**src/rtl/uart_rx_deframer.sv**
```systemverilog
// uart_rx_deframer: console UART receive deframer.
// Samples the raw rx pin through a 2-flop synchroniser, checks each frame,
// buffers good bytes in a FIFO and offers them as a valid/ready stream.
// Parity, framing and overrun errors are reported as sticky flags.
// Build option: define UART_RX_PARITY_EN for 8E1 framing (even parity bit
// checked). Leave it undefined for 8N1 framing (no parity bit, io_parity_err
// tied low).
module uart_rx_deframer #(
    parameter int CLKS_PER_BIT = 6,
    parameter int FIFO_DEPTH   = 16
) (
    input  logic                        io_clk,
    input  logic                        io_nreset,
    input  logic                        io_rx,
    output logic                        io_data_valid,
    input  logic                        io_data_ready,
    output logic [7:0]                  io_data_payload,
    output logic [$clog2(FIFO_DEPTH):0] io_fifo_level,
    output logic                        io_parity_err,
    output logic                        io_frame_err,
    output logic                        io_overrun,
    input  logic                        io_err_clear
);
    localparam int TW = $clog2(CLKS_PER_BIT);
    localparam int AW = $clog2(FIFO_DEPTH);
    localparam int PW = AW + 1;
    localparam logic [TW-1:0] TICK_HALF = TW'(CLKS_PER_BIT / 2 - 1);
    localparam logic [TW-1:0] TICK_FULL = TW'(CLKS_PER_BIT - 1);
    localparam logic [TW-1:0] TICK_ONE  = TW'(1);
    localparam logic [PW-1:0] PTR_ONE   = PW'(1);

    typedef enum logic [2:0] {
        ST_IDLE   = 3'd0,
        ST_START  = 3'd1,
        ST_DATA   = 3'd2,
`ifdef UART_RX_PARITY_EN
        ST_PARITY = 3'd3,
`endif
        ST_STOP   = 3'd4,
        ST_BREAK  = 3'd5
    } state_t;

`ifdef UART_RX_PARITY_EN
    // Even parity over the data byte: the parity bit must equal this value.
    function automatic logic even_parity_f(input logic [7:0] data);
        return ^data;
    endfunction
`endif

    logic [1:0]    sync_r;
    logic          rxs_s;
    logic [1:0]    settle_r;
    logic          rx_prev_r;
    state_t        state_r;
    logic [TW-1:0] tick_r;
    logic [2:0]    bit_cnt_r;
    logic [7:0]    shift_r;
    logic          par_bad_s;
    logic          sample_s;
    logic          start_s;
    logic          stop_sample_s;
    logic          push_s;
    logic          frame_set_s;
    logic          parity_set_s;
    logic          overrun_set_s;
    logic          push_ok_s;
    logic          pop_s;
    logic          full_s;
    logic [7:0]    mem_r [FIFO_DEPTH];
    logic [PW-1:0] wr_ptr_r;
    logic [PW-1:0] rd_ptr_r;
    logic          parity_err_r;
    logic          frame_err_r;
    logic          overrun_r;

    assign rxs_s = sync_r[1];

    // Two-flop synchroniser for the asynchronous rx pin; resets to idle-high.
    always_ff @(posedge io_clk or negedge io_nreset) begin
        if (!io_nreset) begin
            sync_r <= 2'b11;
        end else begin
            sync_r <= {sync_r[0], io_rx};
        end
    end

    // Start-edge history; held low until the synchroniser reflects the real
    // pin so a line already low at reset release never looks like a 1->0 edge.
    always_ff @(posedge io_clk or negedge io_nreset) begin
        if (!io_nreset) begin
            settle_r  <= 2'd0;
            rx_prev_r <= 1'b0;
        end else begin
            if (settle_r != 2'd2) begin
                settle_r <= settle_r + 2'd1;
            end else begin
                settle_r <= settle_r;
            end
            rx_prev_r <= (settle_r == 2'd2) ? rxs_s : 1'b0;
        end
    end

    // Per-frame decisions taken at the current sample point.
    always_comb begin
        sample_s      = (tick_r == {TW{1'b0}});
        start_s       = rx_prev_r & ~rxs_s;
        stop_sample_s = (state_r == ST_STOP) && sample_s;
        frame_set_s   = stop_sample_s && !rxs_s;
        parity_set_s  = stop_sample_s && rxs_s && par_bad_s;
        push_s        = stop_sample_s && rxs_s && !par_bad_s;
        pop_s         = io_data_valid && io_data_ready;
        full_s        = (wr_ptr_r[AW] != rd_ptr_r[AW]) &&
                        (wr_ptr_r[AW-1:0] == rd_ptr_r[AW-1:0]);
        push_ok_s     = push_s && (!full_s || pop_s);
        overrun_set_s = push_s && full_s && !pop_s;
    end

`ifdef UART_RX_PARITY_EN
    logic par_bad_r;
    assign par_bad_s = par_bad_r;
`else
    assign par_bad_s = 1'b0;
`endif

    // Frame FSM: half-bit wait to the start-bit centre, then one sample per bit.
    always_ff @(posedge io_clk or negedge io_nreset) begin
        if (!io_nreset) begin
            state_r   <= ST_IDLE;
            tick_r    <= {TW{1'b0}};
            bit_cnt_r <= 3'd0;
            shift_r   <= 8'h00;
`ifdef UART_RX_PARITY_EN
            par_bad_r <= 1'b0;
`endif
        end else begin
            case (state_r)
                ST_IDLE: begin
                    if (start_s) begin
                        state_r <= ST_START;
                        tick_r  <= TICK_HALF;
                    end else begin
                        state_r <= ST_IDLE;
                    end
                end
                ST_START: begin
                    if (!sample_s) begin
                        tick_r <= tick_r - TICK_ONE;
                    end else if (rxs_s) begin
                        state_r <= ST_IDLE;
                    end else begin
                        state_r   <= ST_DATA;
                        tick_r    <= TICK_FULL;
                        bit_cnt_r <= 3'd0;
`ifdef UART_RX_PARITY_EN
                        par_bad_r <= 1'b0;
`endif
                    end
                end
                ST_DATA: begin
                    if (sample_s) begin
                        shift_r   <= {rxs_s, shift_r[7:1]};
                        tick_r    <= TICK_FULL;
                        bit_cnt_r <= bit_cnt_r + 3'd1;
                        if (bit_cnt_r == 3'd7) begin
`ifdef UART_RX_PARITY_EN
                            state_r <= ST_PARITY;
`else
                            state_r <= ST_STOP;
`endif
                        end else begin
                            state_r <= ST_DATA;
                        end
                    end else begin
                        tick_r <= tick_r - TICK_ONE;
                    end
                end
`ifdef UART_RX_PARITY_EN
                ST_PARITY: begin
                    if (sample_s) begin
                        par_bad_r <= (rxs_s != even_parity_f(shift_r));
                        tick_r    <= TICK_FULL;
                        state_r   <= ST_STOP;
                    end else begin
                        tick_r <= tick_r - TICK_ONE;
                    end
                end
`endif
                ST_STOP: begin
                    if (sample_s) begin
                        state_r <= rxs_s ? ST_IDLE : ST_BREAK;
                    end else begin
                        tick_r <= tick_r - TICK_ONE;
                    end
                end
                ST_BREAK: begin
                    if (rxs_s) begin
                        state_r <= ST_IDLE;
                    end else begin
                        state_r <= ST_BREAK;
                    end
                end
                default: begin
                    state_r <= ST_IDLE;
                end
            endcase
        end
    end

    // Receive FIFO storage and pointers; a full FIFO still accepts a push
    // when the head is popped in the same cycle.
    always_ff @(posedge io_clk or negedge io_nreset) begin
        if (!io_nreset) begin
            for (int i = 0; i < FIFO_DEPTH; i++) begin
                mem_r[i] <= 8'h00;
            end
            wr_ptr_r <= {PW{1'b0}};
            rd_ptr_r <= {PW{1'b0}};
        end else begin
            if (push_ok_s) begin
                mem_r[wr_ptr_r[AW-1:0]] <= shift_r;
                wr_ptr_r                <= wr_ptr_r + PTR_ONE;
            end else begin
                wr_ptr_r <= wr_ptr_r;
            end
            if (pop_s) begin
                rd_ptr_r <= rd_ptr_r + PTR_ONE;
            end else begin
                rd_ptr_r <= rd_ptr_r;
            end
        end
    end

    // Sticky error flags; a new error wins over a simultaneous clear.
    always_ff @(posedge io_clk or negedge io_nreset) begin
        if (!io_nreset) begin
            parity_err_r <= 1'b0;
            frame_err_r  <= 1'b0;
            overrun_r    <= 1'b0;
        end else begin
            parity_err_r <= parity_set_s  ? 1'b1 : (io_err_clear ? 1'b0 : parity_err_r);
            frame_err_r  <= frame_set_s   ? 1'b1 : (io_err_clear ? 1'b0 : frame_err_r);
            overrun_r    <= overrun_set_s ? 1'b1 : (io_err_clear ? 1'b0 : overrun_r);
        end
    end

    assign io_data_valid   = (wr_ptr_r != rd_ptr_r);
    assign io_data_payload = mem_r[rd_ptr_r[AW-1:0]];
    assign io_fifo_level   = wr_ptr_r - rd_ptr_r;
    assign io_frame_err    = frame_err_r;
    assign io_overrun      = overrun_r;
`ifdef UART_RX_PARITY_EN
    assign io_parity_err   = parity_err_r;
`else
    assign io_parity_err   = 1'b0;
`endif

endmodule

```
**config.mk**
```make
export PLATFORM = sky130hd
export DESIGN_NAME = uart_rx_deframer
export DESIGN_NICKNAME = d
export VERILOG_FILES = /design/src/rtl/uart_rx_deframer.sv
export SDC_FILE = /design/constraint.sdc
export NUM_CORES = 1
export LEC_CHECK = 0
export ABC_AREA = 0
export CAP_MARGIN = 20
export CORE_MARGIN = 5
export CORE_UTILIZATION = 35
export CTS_CLUSTER_SIZE = 25
export DETAILED_ROUTE_END_ITERATION = 7
export GPL_TIMING_DRIVEN = 0
export MAX_ROUTING_LAYER = met4
export PLACE_DENSITY_LB_ADDON = 0.1
export SLEW_MARGIN = 20
export SYNTH_ARGS = -nofsm -noshare
export SYNTH_HDL_FRONTEND = slang
export SYNTH_SLANG_ARGS = --single-unit
```
**constraint.sdc**
```tcl
create_clock -name io_clk -period 2.8 [get_ports io_clk]
set_input_delay 0.84 -clock io_clk [delete_from_list [all_inputs] [get_ports io_clk]]
set_output_delay 0.84 -clock io_clk [all_outputs]
set_load 0.02 [all_outputs]
```
==> results.md <==
* Stages on worst setup path at 6
* Critical path's top delay family: multiplexers
* Die Y at 158.6 um
* 1st-pass router iterations at 4
* Setup crit end: io_data_payload[2]
* Clk Latency, worst-skew pair at 430 ps
* Synth area leaders: dfrtp_1, mux2_2, mux4_2
* Status: finished with violations
* Startpoint Class: register
* Final ANT Viol Nets at 0
* Crit path cell chain: clkbuf_16, buf_16, mux4_2, o22ai_4, nor2_2, buf_6
* Reg2reg end: mem_r[38]
* Fin worst setup slack at -180.9 ps
* Max Buffers Root-to-Sink at 2
* IO Count at 22
* CP max-delay cell: mux4_2
* Inserted Clock Buffers at 17
* H-tree levels at 4
* Max-slew violation count at 0
* Max Cap Viol at 0
* Final setup TNS at -1397 ps
* Grt total ovfl at 0
* Worst vdd ir at 0.0004055 V
* Final Util at 43.52%
* Commonest non-fill, non-tap cell in the layout: dfrtp_1
* Ys Warns at 0
* Clock root buffer: clkbuf_16
* EDFF count, synth at 0
* Floorplan row count at 54
* Synth top area share at 51.81%
* Initial antenna violation count at 0
* Clk_skew at 12.68 ps
* WP buf/inv at 3
* Share of layout cells above drive strength 1 at 47.51%
* First-pass GRT wire length at 31.86 mm
* Layout area overhead at 22.52%
* Reg2reg path depth at 9
* Ys flop type: dfrtp_1
* Mapped Cells at 549
* Initial Util at 35.52%
* Dpl ws at -1463 ps
* CP Launch Point: rd_ptr_r[0]
* Synth cell types at 50
* Final HPWL DP at 12.84 mm
* Async set-reset flop share out of synthesis at 100.0%
* Sequential Area at 0.004058 sq mm
* Static leakage power at 4.398 nW
* Worst path max stage delay at 530 ps
* Vias at 4858
* Routed vias/inst at 5.380
* Final net count at 630
* Fin crit period at 2981 ps
* Mapped Area at 0.007729 sq mm
* Syn Nets at 569
* Final hold violation count at 0
* Reg clk slew, reported paths at 60 ps
* Tot GR Track Use at 17.77%
* Worst-margin pin slew at 751.2 ps
* Crit path DAT at 2140 ps
* Reg-to-reg critical path startpoint: rd_ptr_r[2]
* Final GP Congestion at 0.8023
* Setup CP Type: reg2out
* Rel. slew slack at 49.87%
* Syn Area/Cell at 14.08 sq um
* DR iter-0 viols at 246
* CTS tree: built
* Area occupied by multi-input gates at 0.003642 sq mm
* Worst R2R Setup Slack at 130 ps
* Largest area contributor in the netlist: dfrtp_1
* Die footprint at 0.02515 sq mm
* Pwr per Cell Area at 816.2 mW/mm^2
* RSZ-0062 raised after global routing: yes
* Number of global-route vias before repair at 5207
* Routed Wire Length at 20.48 mm
* Maximum number of pins on one net before global-route repair at 84
* Final Power at 7.729 mW
* Most frequent cells in the layout: dfrtp_1, mux2_2, mux4_2
* Register area share after synthesis at 52.49%
* WL per Instance at 22.67 um
* Die width at 158.6 um
* Critical-path maximum fanout at 8
* Worst setup EP type: output port
* Flops & latches, synth at 162
* Port Buffers at 20
* TritonCTS Sinks at 162
* Core Area at 0.02176 sq mm
* Fill count at 1995
* Worst Hold Class: reg2reg
* Final setup violation count at 9
* # diodes at 0
* Failing checks: setup timing
* Max Clk Rate at 335.5 MHz
* Tcrit/Tclk final at 106.5%
* Critical Path RT at 1960 ps
* DR DRC count at 0
==> metrics by stage <==
step	cells	area [sq um]	hold WS (ps)
6_report	903	9469	361.2
5_1_grt	903	9469	363.2
4_1_cts	900	9334	363.1
3_5_place_dp	850	8312	349.9
3_3_place_gp	849	8279	351.9
2_1_floorplan	549	7729	345.2
==> registers in the layout, summed over array words and instances, names as in the netlist <==
| signal | cells |
|---|---|
| mem_r | 128 |
| shift_r | 8 |
| rd_ptr_r | 5 |
| wr_ptr_r | 5 |
| bit_cnt_r | 3 |
| state_r | 3 |
| tick_r | 3 |
| settle_r | 2 |
| sync_r | 2 |
| io_frame_err | 1 |
| io_overrun | 1 |
| rx_prev_r | 1 |
==> cells by family after synthesis <==
| logic type | synth area share, % |
|---|---|
| AO/OA/AOI/OAI | 4.744 |
| XOR/XNOR | 1.586 |
| adder cells (fa/ha/maj) | 2.526 |
| buffers and inverters | 2.493 |
| flip-flops | 52.49 |
| multiplexers | 29.27 |
| other | 0.04852 |
| AND/OR/NAND/NOR | 6.848 |
==> timing repair <==
action	CTS	global route
pin swaps	9	17
gates cloned	2	1
buffers inserted	16	4
setup endpoints to repair	147	53
resized for setup	111	31
hold buffers	0	0
==> layer usage <==
metal | global-route usage, % | vias up | part of all wire [%]
li1 | - | 2149 | -
met1 | 24.43 | 2601 | 46
met2 | 27.43 | 94 | 48
met3 | 3.126 | 14 | 4.8
met4 | 4.671 | 0 | 1.3
met5 | - | - | 0
==> final cells by class <==
type | instances | area share (%)
clock buffer | 18 | 4.638
sequential | 162 | 42.85
tap | 280 | 3.700
inverter | 15 | 0.6210
buffer | 32 | 2.828
timing repair buffer | 42 | 4.770
multi-input combinational | 340 | 38.46
clock inverter | 14 | 2.127
==> power breakdown <==
group | total [mW] | internal [mW] | leakage [nW] | switching [mW]
combinational | 2.69 | 1.25 | 1.87 | 1.44
sequential | 2.51 | 2.42 | 2.22 | 0.0896
clock | 2.53 | 1.53 | 0.313 | 0.993
==> Yosys cell counts, drive strengths merged, types with 8 or more instances <==
cell type,count
a21oi,8
o22ai,16
buf,11
xnor2,10
ha,14
nor2,21
dfrtp,160
o21ai,14
mux2,136
inv,15
nand2,19
mux4,32
clkbuf,21
nand3,12
==> how the worst min path moves through the flow <==
stage | startpoint | endpoint | cells past startpoint
floorplan | sync_r[0] | sync_r[1] | 0
global placement | sync_r[0] | sync_r[1] | 0
detailed placement | sync_r[0] | sync_r[1] | 0
CTS | sync_r[0] | sync_r[1] | 0
global route | sync_r[0] | sync_r[1] | 0
finish | sync_r[0] | sync_r[1] | 0
Power figures use the tool's default switching activity.
